**src/rtl/fifo_rd_ctrl.sv**
```systemverilog
// Read-side controller between a registered-read FIFO and a VGA pixel consumer.
// Keeps a two-entry pixel buffer ahead of the consumer and tracks frames and underruns.
module fifo_rd_ctrl #(
  parameter int DATA_WIDTH = 4,
  parameter int H_ACTIVE   = 640,
  parameter int V_ACTIVE   = 480
) (
  input  logic                  rclk,
  input  logic                  rrst_n,
  input  logic                  enable,
  input  logic                  frame_start,
  input  logic                  pix_req,
  input  logic                  fifo_empty,
  input  logic [DATA_WIDTH-1:0] fifo_data,
  output logic                  fifo_r_en,
  output logic [DATA_WIDTH-1:0] pix_data,
  output logic                  pix_valid,
  output logic                  underrun,
  output logic [15:0]           underrun_cnt,
  output logic                  frame_done,
  output logic [1:0]            state
);

  localparam logic [18:0] FramePixels = 19'(H_ACTIVE * V_ACTIVE);

  typedef enum logic [1:0] {
    IDLE       = 2'd0,
    WAIT_FRAME = 2'd1,
    STREAM     = 2'd2,
    RESYNC     = 2'd3
  } state_e;

  state_e                state_q, state_d;
  logic [DATA_WIDTH-1:0] buf0_q, buf0_d, buf1_q, buf1_d;
  logic [1:0]            occ_q, occ_d;
  logic                  inflight_q, inflight_d;
  logic [18:0]           pixCnt_q, pixCnt_d;
  logic [DATA_WIDTH-1:0] pixData_q, pixData_d;
  logic                  pixValid_q, pixValid_d;
  logic                  underrun_q, underrun_d;
  logic                  frameDone_q, frameDone_d;
  logic [15:0]           underrunCnt_q, underrunCnt_d;

  logic        streaming, pop, starve;
  logic [2:0]  level;
  logic [18:0] pixInc;

  // Reads are only launched when the landing slot is guaranteed free, so the buffer never overflows.
  always_comb begin
    streaming = enable && (state_q == STREAM);
    pop       = streaming && pix_req && (occ_q != 2'd0);
    starve    = streaming && pix_req && (occ_q == 2'd0);
    level     = {1'b0, occ_q} + {2'b00, inflight_q} - {2'b00, pop};
    fifo_r_en = streaming && !fifo_empty && (level < 3'd2);
    pixInc    = pixCnt_q + 19'd1;
  end

  always_comb begin
    state_d       = state_q;
    buf0_d        = buf0_q;
    buf1_d        = buf1_q;
    occ_d         = occ_q;
    inflight_d    = fifo_r_en;
    pixCnt_d      = pixCnt_q;
    pixData_d     = '0;
    pixValid_d    = 1'b0;
    underrun_d    = 1'b0;
    frameDone_d   = 1'b0;
    underrunCnt_d = underrunCnt_q;

    if (!enable) begin
      state_d    = IDLE;
      occ_d      = 2'd0;
      inflight_d = 1'b0;
      pixCnt_d   = '0;
    end else begin
      if (pop) begin
        pixData_d  = buf0_q;
        pixValid_d = 1'b1;
        buf0_d     = buf1_q;
        occ_d      = occ_q - 2'd1;
        pixCnt_d   = pixInc;
      end
      // Landing data goes behind whatever survives this cycle's pop.
      if (inflight_q && (state_q != IDLE)) begin
        if (occ_d == 2'd0) buf0_d = fifo_data;
        else               buf1_d = fifo_data;
        occ_d = occ_d + 2'd1;
      end

      case (state_q)
        IDLE: state_d = WAIT_FRAME;
        WAIT_FRAME: begin
          if (frame_start) begin
            state_d  = STREAM;
            pixCnt_d = '0;
          end
        end
        STREAM: begin
          if (starve) begin
            state_d    = RESYNC;
            underrun_d = 1'b1;
            if (underrunCnt_q != 16'hFFFF) underrunCnt_d = underrunCnt_q + 16'd1;
          end else if (pop && (pixInc == FramePixels)) begin
            frameDone_d = 1'b1;
            pixCnt_d    = '0;
            state_d     = WAIT_FRAME;
          end
          if (frame_start) pixCnt_d = '0;
        end
        RESYNC: begin
          if (frame_start) begin
            state_d  = STREAM;
            pixCnt_d = '0;
          end
        end
        default: state_d = IDLE;
      endcase
    end
  end

  always_ff @(posedge rclk or negedge rrst_n) begin
    if (!rrst_n) begin
      state_q       <= IDLE;
      buf0_q        <= '0;
      buf1_q        <= '0;
      occ_q         <= 2'd0;
      inflight_q    <= 1'b0;
      pixCnt_q      <= '0;
      pixData_q     <= '0;
      pixValid_q    <= 1'b0;
      underrun_q    <= 1'b0;
      frameDone_q   <= 1'b0;
      underrunCnt_q <= '0;
    end else begin
      state_q       <= state_d;
      buf0_q        <= buf0_d;
      buf1_q        <= buf1_d;
      occ_q         <= occ_d;
      inflight_q    <= inflight_d;
      pixCnt_q      <= pixCnt_d;
      pixData_q     <= pixData_d;
      pixValid_q    <= pixValid_d;
      underrun_q    <= underrun_d;
      frameDone_q   <= frameDone_d;
      underrunCnt_q <= underrunCnt_d;
    end
  end

  assign pix_data     = pixData_q;
  assign pix_valid    = pixValid_q;
  assign underrun     = underrun_q;
  assign underrun_cnt = underrunCnt_q;
  assign frame_done   = frameDone_q;
  assign state        = state_q;

endmodule

```
**config.mk**
```make
export PLATFORM = sky130hd
export DESIGN_NAME = fifo_rd_ctrl
export DESIGN_NICKNAME = d
export VERILOG_FILES = /design/src/rtl/fifo_rd_ctrl.sv
export SDC_FILE = /design/constraint.sdc
export NUM_CORES = 1
export LEC_CHECK = 0
export ABC_AREA = 1
export CAP_MARGIN = 25
export CORE_MARGIN = 3
export CORE_UTILIZATION = 60
export DETAILED_ROUTE_END_ITERATION = 10
export PLACE_DENSITY = 0.84
export SETUP_SLACK_MARGIN = 0.02
export SYNTH_ARGS = -nofsm -noshare
export SYNTH_HDL_FRONTEND = slang
export SYNTH_SLANG_ARGS = --single-unit
```
**constraint.sdc**
```tcl
create_clock -name rclk -period 5.2 [get_ports rclk]
set_input_delay 0.52 -clock rclk [delete_from_list [all_inputs] [get_ports rclk]]
set_output_delay 0.52 -clock rclk [all_outputs]
set_load 0.005 [all_outputs]
```
==> out/results.txt, run 1 <==
Status - finished clean
CTS hold repair buffers - 0
Beginning of the critical path - enable
Floorplan die width - 79.2 um
Number of cells on the worst reg-to-reg path - 14
Accumulated negative setup slack - 0 ns
First-pass GRT wire length - 12,100 um
Largest area contributor in the synthesized netlist - dfrtp_1
Critical path's largest stage delay - 0.56 ns
Setup WS pre-CTS - 1.09 ns
Resized Gates After CTS - 0
RSZ-0062 raised after global routing - no
Post-Syn Instances - 407
Launch instance of the worst register-to-register path - occ_q[1]
Final-layout worst hold slack - 0.324 ns
Initial drt markers - 158
Required arrival time at the worst endpoint - 4.68 ns
Area share of the leading cell type in the synthesized netlist - 0.428
FILL cells - 435
Distinct cell type count after synthesis - 34
Kind of end point of the critical path - output pin
Via count - 2,838
Min cycle time layout - 4.08 ns
Inst Count DP - 508
Count of pins over their slew limit - 0
Net count of the mapped netlist - 424
Avg Synthesized Cell Area - 7.91 um^2
Synth top cells by count - 102 x nand2_1, 55 x dfrtp_1, 48 x nor2_1, 36 x inv_1, 24 x o21ai_0
Latest clock arrival within the worst-skew pair - 0.30 ns
Share of the core filled with cells in the final layout - 0.723
Leakage - 1.64 nW
Most used DFF post-synth - dfrtp_1
Boundary Pins - 36
Core area - 5140 um^2
Count of unresolved DRC violations after routing - 0
Last weighted congestion value of the routability-driven placer - 0.886
Number of buffers between clock root and the deepest sink - 2
Actual slew at the worst max-slew pin - 0.765 ns
Number of register bits inferred by synthesis - 55
Number of max-cap violations - 0
Hold/Removal Path Class - in -> async
Deepest level of the CTS H-tree - 2
Most repeated library cell on the critical path - clkdlybuf4s50_1
Number of enable-type register cells in the synthesized netlist - 0
Post-route clock skew - 0.00619 ns
Number of sinks on the clock net - 55
Top cell family by delay on the critical path - buffers and inverters
Number of global-route vias before repair - 2,692
GR Util All Layers - 0.241
Fin cells - 516
Critical path startpoint category - primary input
Crit Path Class - in -> out
Pin count of the biggest net entering global routing - 56
Total routed wirelength - 6840 um
Highest clock frequency the design can meet - 0.245 GHz
Diode count - 0
Share of async-settable or async-resettable flops after synthesis - 1.00
Final worst-path setup slack - 1.12 ns
Final Hold Violating Endpoints - 0
Clock edge transition at the registers on the reported setup and hold paths - 0.10 ns
Cts bufs inserted - 5
CTS tree - done
Leading post-synthesis cells by cell area - dfrtp_1 43%, nand2_1 12%, nor2_1 5.6%
Cell chain of the critical path - clkdlybuf4s50_1, buf_4, inv_2, nor2_4, nand3_2, clkinv_1, ha_1, or2_2, fa_1, nand2_1, nor4_1, clkdlybuf4s50_1
Power Total - 833 uW
Placed cell areas - 3630 um^2
Synthesis-to-layout area growth - 15.6%
Setup violation total in the final timing report - 0
Port Buf Inserts - 35
Number of vias per cell after detailed routing - 5.50
Crit path arrival time - 3.56 ns
Flop2flop setup slack - 2.54 ns
Reg-to-reg critical path endpoint - buf0_q[2]
Proportion of synthesized chip area in sequential cells - 0.428
Number of optimization iterations in the first detailed-route pass - 4
Finished layout cell area - 3720 um^2
Library cell contributing the largest single delay on the critical path - clkdlybuf4s50_1
Post-route antenna net violation count - 0
Number of nets at the end of the flow - 462
Sum of net half-perimeters after detailed placement - 4950 um
Crit Path Max Fanout - 14
Maximum ir drop on the vdd rail - 0.000216 V
Number of rows in the core area - 26
P per Cell Area - 224 nW/um^2
Fraction of layout cells with a size suffix above 1 - 0.119
Wire length per cell - 13.2 um
Yosys warning count - 0
Mapped Area - 3220 um^2
Root buffer cell - clkbuf_8
Number of buffers and inverters on the critical path - 5
Period Utilization, post-route - 0.785
Die Footprint - 6280 um^2
Worst rel slew slack - 0.487
Die height - 79.2 um
Setup Buffers After CTS - 0
Most used standard cell by instance count after synthesis - nand2_1
Starting density of the core - 0.626
Global route total overflow - 0
Number of antenna violations at the first check in global routing - 0
cells by family after synthesis:
kind of cell / Yosys count / share of synthesized area
adders and majority gates: 7 / 0.0295
DFF: 55 / 0.428
xor gates and xnor gates: 18 / 0.0490
buffers and inverters: 50 / 0.0634
and+or+nand+nor: 207 / 0.295
AOI/OAI and AO/OA: 70 / 0.136
state kept, by name, summed over array words and instances, names as in the netlist:
signal	cells
pix_valid	1
buf1_q	4
buf0_q	4
pixCnt_q	19
pix_data	4
inflight_q	1
frame_done	1
state	2
underrun	1
occ_q	2
underrun_cnt	16
power by group:
group	switching [mW]	internal (mW)
sequential	0.0221	0.457
combinational	0.0724	0.0534
clock	0.135	0.0926
routing by layer:
metal  part of all wire  routed length [um]  vias to the layer above  track usage
li1                   -                   -                     1391            -
met1               0.46                3130                     1354        0.332
met2               0.47                3240                       79        0.386
met3              0.047                 320                       14       0.0397
met4              0.021                 142                        0       0.0842
met5                  0                   0                        -            0
placed cells by master, fill, tap and decap left out, types with 3 or more instances in the layout:
cell type | netlist | layout
nand4_1 | 8 | 8
a21oi_2 | 9 | 9
ha_1 | 6 | 6
nand3_1 | 16 | 16
a21oi_1 | 17 | 17
nand2_1 | 102 | 102
nor2_1 | 48 | 48
clkdlybuf4s50_1 | 0 | 34
inv_1 | 36 | 36
a21boi_0 | 3 | 3
o211ai_1 | 11 | 11
o21ai_0 | 24 | 24
nor2_4 | 5 | 5
xnor2_1 | 10 | 10
xor2_1 | 8 | 8
nand3_2 | 3 | 3
dfrtp_1 | 55 | 55
nor2_2 | 8 | 8
clkbuf_8 | 0 | 5
nand2_2 | 6 | 6
nor4_1 | 3 | 3
clkinv_2 | 0 | 3
buf_4 | 0 | 4
inv_2 | 4 | 4
how the worst max path moves through the flow:
stage / endpoint / slack (ns) / depth (start not counted)
2_1_floorplan: fifo_r_en / 2.09 / 11
3_3_place_gp: fifo_r_en / 1.24 / 12
3_5_place_dp: fifo_r_en / 1.09 / 12
4_1_cts: fifo_r_en / 1.10 / 12
5_1_grt: fifo_r_en / 1.01 / 12
6_report: fifo_r_en / 1.12 / 12
layout make-up:
class                   count  area (um^2)  share of cell area
multi-input cells         302         1640               0.440
flip-flops and latches     55         1380               0.370
repair buffers             39          375               0.101
inverters                  42          158              0.0424
well taps                  70         87.6              0.0236
clock buffers               5         68.8              0.0185
clock inverters             3         15.0             0.00404
Power figures use the tool's default switching activity.
==> run 2: changes to the inputs <==
CORE_UTILIZATION = 51   (was 60)
PLACE_DENSITY = 0.76   (was 0.84)
clock period = 3.66 ns   (was 5.2 ns; I/O delays follow)
==> out/results.txt, run 2 (synthesis results as in run 1) <==
Status - finished clean
Crit Path Max Fanout - 3
Setup violation total in the final timing report - 0
Number of nets at the end of the flow - 463
Period Utilization, post-route - 0.834
Number of rows in the core area - 28
Hold/Removal Path Class - in -> async
Number of global-route vias before repair - 2,721
Crit Path Class - reg -> out
Worst rel slew slack - 0.477
Die Footprint - 7300 um^2
Switching power of the nets - 331 uW
Clock network fraction of design power - 0.299
Last weighted congestion value of the routability-driven placer - 0.848
Post-route clock skew - 0.0109 ns
Commonest non-fill, non-tap cell in the layout - nand2_1
Die height - 85.4 um
Number of cells on the worst reg-to-reg path - 14
Total routed wirelength - 6790 um
Count of pins over their slew limit - 0
Starting density of the core - 0.534
Number of sinks on the clock net - 55
GR Util All Layers - 0.204
Count of unresolved DRC violations after routing - 0
Final worst-path setup slack - 0.606 ns
Critical path's largest stage delay - 0.49 ns
First-pass GRT wire length - 12,100 um
Crit path arrival time - 2.69 ns
Cell chain of the critical path - inv_1, ha_1, inv_1, nand3_2, clkinv_1, ha_1, or2_2, fa_1, nand2_1, nor4_1, dlymetal6s2s_1
Pin count of the biggest net entering global routing - 34
Maximum ir drop on the vdd rail - 0.000268 V
Number of optimization iterations in the first detailed-route pass - 4
Final Hold Violating Endpoints - 0
Synthesis-to-layout area growth - 16.6%
Root buffer cell - clkbuf_8
Critical path startpoint category - flip-flop
Timing endpoint of the critical path - fifo_r_en
Number of max-cap violations - 0
Flop2flop setup slack - 1.01 ns
P per Cell Area - 328 nW/um^2
Initial drt markers - 129
Fraction of layout cells with a size suffix above 1 - 0.119
Internal power summed over all cells - 899 uW
Reg-to-reg critical path endpoint - buf0_q[2]
Setup WS pre-CTS - 0.276 ns
Kind of end point of the critical path - output pin
Power Total - 1.23 mW
CTS tree - done
Number of buffers between clock root and the deepest sink - 2
Storage element area - 1380 um^2
RSZ-0062 raised after global routing - no
Part of the total power dissipated in combinational logic - 0.148
Library cell contributing the largest single delay on the critical path - fa_1
Post-route antenna net violation count - 0
Beginning of the critical path - occ_q[1]
Core area - 6030 um^2
Boundary Pins - 36
Register with the most flip-flops - pixCnt_q
Latest clock arrival within the worst-skew pair - 0.32 ns
Via count - 2,668
Clock edge transition at the registers on the reported setup and hold paths - 0.10 ns
Launch instance of the worst register-to-register path - occ_q[1]
Deepest level of the CTS H-tree - 2
FILL cells - 561
Cts bufs inserted - 5
Actual slew at the worst max-slew pin - 0.780 ns
Proportion of total power due to net switching - 0.269
Sum of net half-perimeters after detailed placement - 4950 um
Final-layout worst hold slack - 0.0998 ns
Top library cells by usage in the layout, fill and taps aside - 102 x nand2_1, 55 x dfrtp_1, 48 x nor2_1
Highest clock frequency the design can meet - 0.327 GHz
Sequential share of power - 0.554
Global route total overflow - 0
Area of combinational cells with multiple inputs - 1640 um^2
Number of antenna violations at the first check in global routing - 0
Port Buf Inserts - 35
Required arrival time at the worst endpoint - 3.29 ns
Number of vias per cell after detailed routing - 5.11
Number of flip-flops under the largest register name - 19
Wire length per cell - 13.0 um
Leakage - 1.67 nW
Floorplan die width - 85.4 um
Accumulated negative setup slack - 0 ns
Diode count - 0
Min cycle time layout - 3.05 ns
-- run 2: cell types whose count changed in the layout (fill, tap and decap cells not counted) --
cell	delta
clkinv_2	-3
clkbuf_8	+2
buf_4	+1
clkbuf_1	+1
clkdlybuf4s50_1	-1
dlymetal6s2s_1	+1
-- run 2: area by class of cell --
class	instances	area share
multi-input combinational	302	0.437
sequential	55	0.367
timing repair buffer	40	0.103
inverter	42	0.0420
clock buffer	8	0.0267
tap	75	0.0250
-- run 2: worst min-delay path by stage --
stage                       from      endpoint  slack, ns
after floorplan           rrst_n     buf0_q[0]       0.07
after global placement    rrst_n   pixCnt_q[9]       0.47
after detailed placement  rrst_n   pixCnt_q[9]       0.47
after CTS                 rrst_n  pixCnt_q[15]       0.13
after global routing      rrst_n   pixCnt_q[7]       0.16
final                     rrst_n  pixCnt_q[15]        0.1
-- run 2: per-layer routing --
layer	track usage	routed length (um)	vias to the layer above
met2	0.340	3180	41
met4	0.0547	72	0
li1	-	-	1395
met3	0.0408	240	5
met5	0	0	-
met1	0.272	3290	1227
-- run 2: power groups by stage --
stage | Combinational (mW) | Clock, mW | Sequential [mW]
after global routing | 0.203 | 0.403 | 0.687
after detailed placement | 0.184 | 0 | 0.692
after CTS | 0.185 | 0.380 | 0.681
after global placement | 0.179 | 0 | 0.690
final | 0.181 | 0.367 | 0.681
after floorplan | 0.0946 | 0 | 0.688
-- run 2: timing repair --
item	4_1_cts	5_1_grt
hold buffers	0	0
gates resized for setup	0	1
endpoints found under the setup margin	0	1
setup buffers	0	0
-- run 2: stage by stage --
step | instances | cell area (um^2) | util
2_1_floorplan | 407 | 3220 | -
3_3_place_gp | 514 | 3650 | 0.605
3_5_place_dp | 514 | 3650 | 0.605
4_1_cts | 522 | 3750 | 0.622
5_1_grt | 522 | 3750 | 0.623
6_report | 522 | 3750 | 0.623
-- run 2: critical path: cells and delay by family, from the launching register on --
family / cells / cell delay (ns)
fa+ha+maj: 3 / 0.90
buf+inv: 4 / 0.41
flops: 1 / 0.42
simple gates: 4 / 0.65
==> run 3: changes to the inputs <==
clock period = 2.45 ns   (was 3.66 ns; I/O delays follow)
==> out/results.txt, run 3 (synthesis results as in run 1) <==
Number of buffers between clock root and the deepest sink - 2
Accumulated negative setup slack - -0.160 ns
Number of flip-flops under the largest register name - 19
Post-route clock skew - 0.0127 ns
Total routed wirelength - 7430 um
Number of cells on the worst reg-to-reg path - 15
Global route total overflow - 0
CTS tree - done
Number of sinks on the clock net - 55
GR Util All Layers - 0.221
Kind of end point of the critical path - output pin
Commonest non-fill, non-tap cell in the layout - nand2_1
Power Total - 2.05 mW
Starting density of the core - 0.534
Inst Count DP - 529
Fin cells - 540
Cell chain of the critical path - inv_2, ha_4, inv_4, nand3_4, clkinv_4, ha_4, or2_4, fa_1, nand2_2, nor4_2, buf_2
Diode count - 0
Sum of net half-perimeters after detailed placement - 5350 um
Final worst-path setup slack - -0.160 ns
Crit Path Class - reg -> out
Core area - 6030 um^2
Die height - 85.4 um
Highest clock frequency the design can meet - 0.383 GHz
Required arrival time at the worst endpoint - 2.20 ns
Finished layout cell area - 3990 um^2
Pin count of the biggest net entering global routing - 27
Worst rel slew slack - 0.578
Failing checks - negative setup slack
Maximum ir drop on the vdd rail - 0.000432 V
Clock edge transition at the registers on the reported setup and hold paths - 0.10 ns
Flop2flop setup slack - 0.18 ns
Leakage - 1.77 nW
Synthesis-to-layout area growth - 24.0%
Hold/Removal Path Class - in -> async
Number of optimization iterations in the first detailed-route pass - 4
Top library cells by usage in the layout, fill and taps aside - 100 x nand2_1, 55 x dfrtp_1, 48 x nor2_1
Most repeated library cell on the critical path - ha_4
Number of antenna violations at the first check in global routing - 0
Port Buf Inserts - 35
Final-layout worst hold slack - 0.487 ns
Root buffer cell - clkbuf_8
Via count - 2,830
Actual slew at the worst max-slew pin - 0.633 ns
Number of rows in the core area - 28
Final Hold Violating Endpoints - 0
Number of global-route vias before repair - 2,901
Wire length per cell - 13.8 um
First-pass GRT wire length - 13,200 um
P per Cell Area - 512 nW/um^2
Count of unresolved DRC violations after routing - 0
Critical path startpoint category - flip-flop
Min cycle time layout - 2.61 ns
Fraction of layout cells with a size suffix above 1 - 0.174
Initial drt markers - 90
Last weighted congestion value of the routability-driven placer - 0.837
Latest clock arrival within the worst-skew pair - 0.31 ns
Die Footprint - 7300 um^2
Boundary Pins - 36
Register with the most flip-flops - pixCnt_q
Reg-to-reg critical path endpoint - buf0_q[2]
Count of pins over their slew limit - 0
Floorplan die width - 85.4 um
Critical path's largest stage delay - 0.50 ns
Crit path arrival time - 2.36 ns
Number of vias per cell after detailed routing - 5.24
Setup violation total in the final timing report - 1
Crit Path Max Fanout - 2
Number of max-cap violations - 0
Cts bufs inserted - 5
Library cell contributing the largest single delay on the critical path - fa_1
Number of nets at the end of the flow - 481
Post-route antenna net violation count - 0
RSZ-0062 raised after global routing - yes
Deepest level of the CTS H-tree - 2
Period Utilization, post-route - 1.07
Launch instance of the worst register-to-register path - occ_q[1]
Placed cell areas - 3840 um^2
Status - finished, violations left
-- run 3: power by group --
part	internal, mW	switching [mW]
clock network	0.409	0.298
registers	0.970	0.0459
logic	0.148	0.174
-- run 3: repair_timing --
action	in CTS	in global routing
pin swaps	4	0
setup buffers	1	1
gates cloned	0	0
resized for setup	6	0
hold endpoints to repair	24	0
hold buffers	1	0
setup endpoints to repair	1	4
-- run 3: worst max-delay path: cells and delay by family, from the launching register on --
family	cells	cell delay, ns
flip-flops	1	0.41
AND/OR/NAND/NOR	4	0.49
buffers and inverters	4	0.32
adder cells (fa/ha/maj)	3	0.83
-- run 3: final cells by class --
cell class | count | area [um^2]
fillers | 543 | 2030
multi-input cells | 302 | 1680
flip-flops and latches | 55 | 1380
repair buffers | 58 | 539
inverters | 42 | 165
well taps | 75 | 93.8
clock buffers | 6 | 72.6
clock inverters | 2 | 60.1
-- run 3: per-layer routing --
metal | track usage | share of wire | up-vias
met5 | 0 | 0 | -
met3 | 0.0320 | 0.041 | 6
met1 | 0.301 | 0.45 | 1327
li1 | - | - | 1438
met4 | 0.0547 | 0.0094 | 0
met2 | 0.374 | 0.49 | 59
-- run 3: metrics by stage --
step | util | setup slack, ns
final | 0.662 | -0.160
after global routing | 0.662 | -0.267
after floorplan | - | -0.0490
after CTS | 0.661 | -0.187
after global placement | 0.637 | -0.652
after detailed placement | 0.637 | -0.690
-- run 3: worst max path at each step --
stage          startpoint         to  slack [ns]  cells past startpoint
3_3_place_gp       enable  fifo_r_en       -0.65                     11
6_report         occ_q[1]  fifo_r_en       -0.16                     11
3_5_place_dp       enable  fifo_r_en       -0.69                     11
5_1_grt          occ_q[1]  fifo_r_en       -0.27                     11
2_1_floorplan    state[0]  fifo_r_en       -0.05                     11
4_1_cts          occ_q[1]  fifo_r_en       -0.19                     11
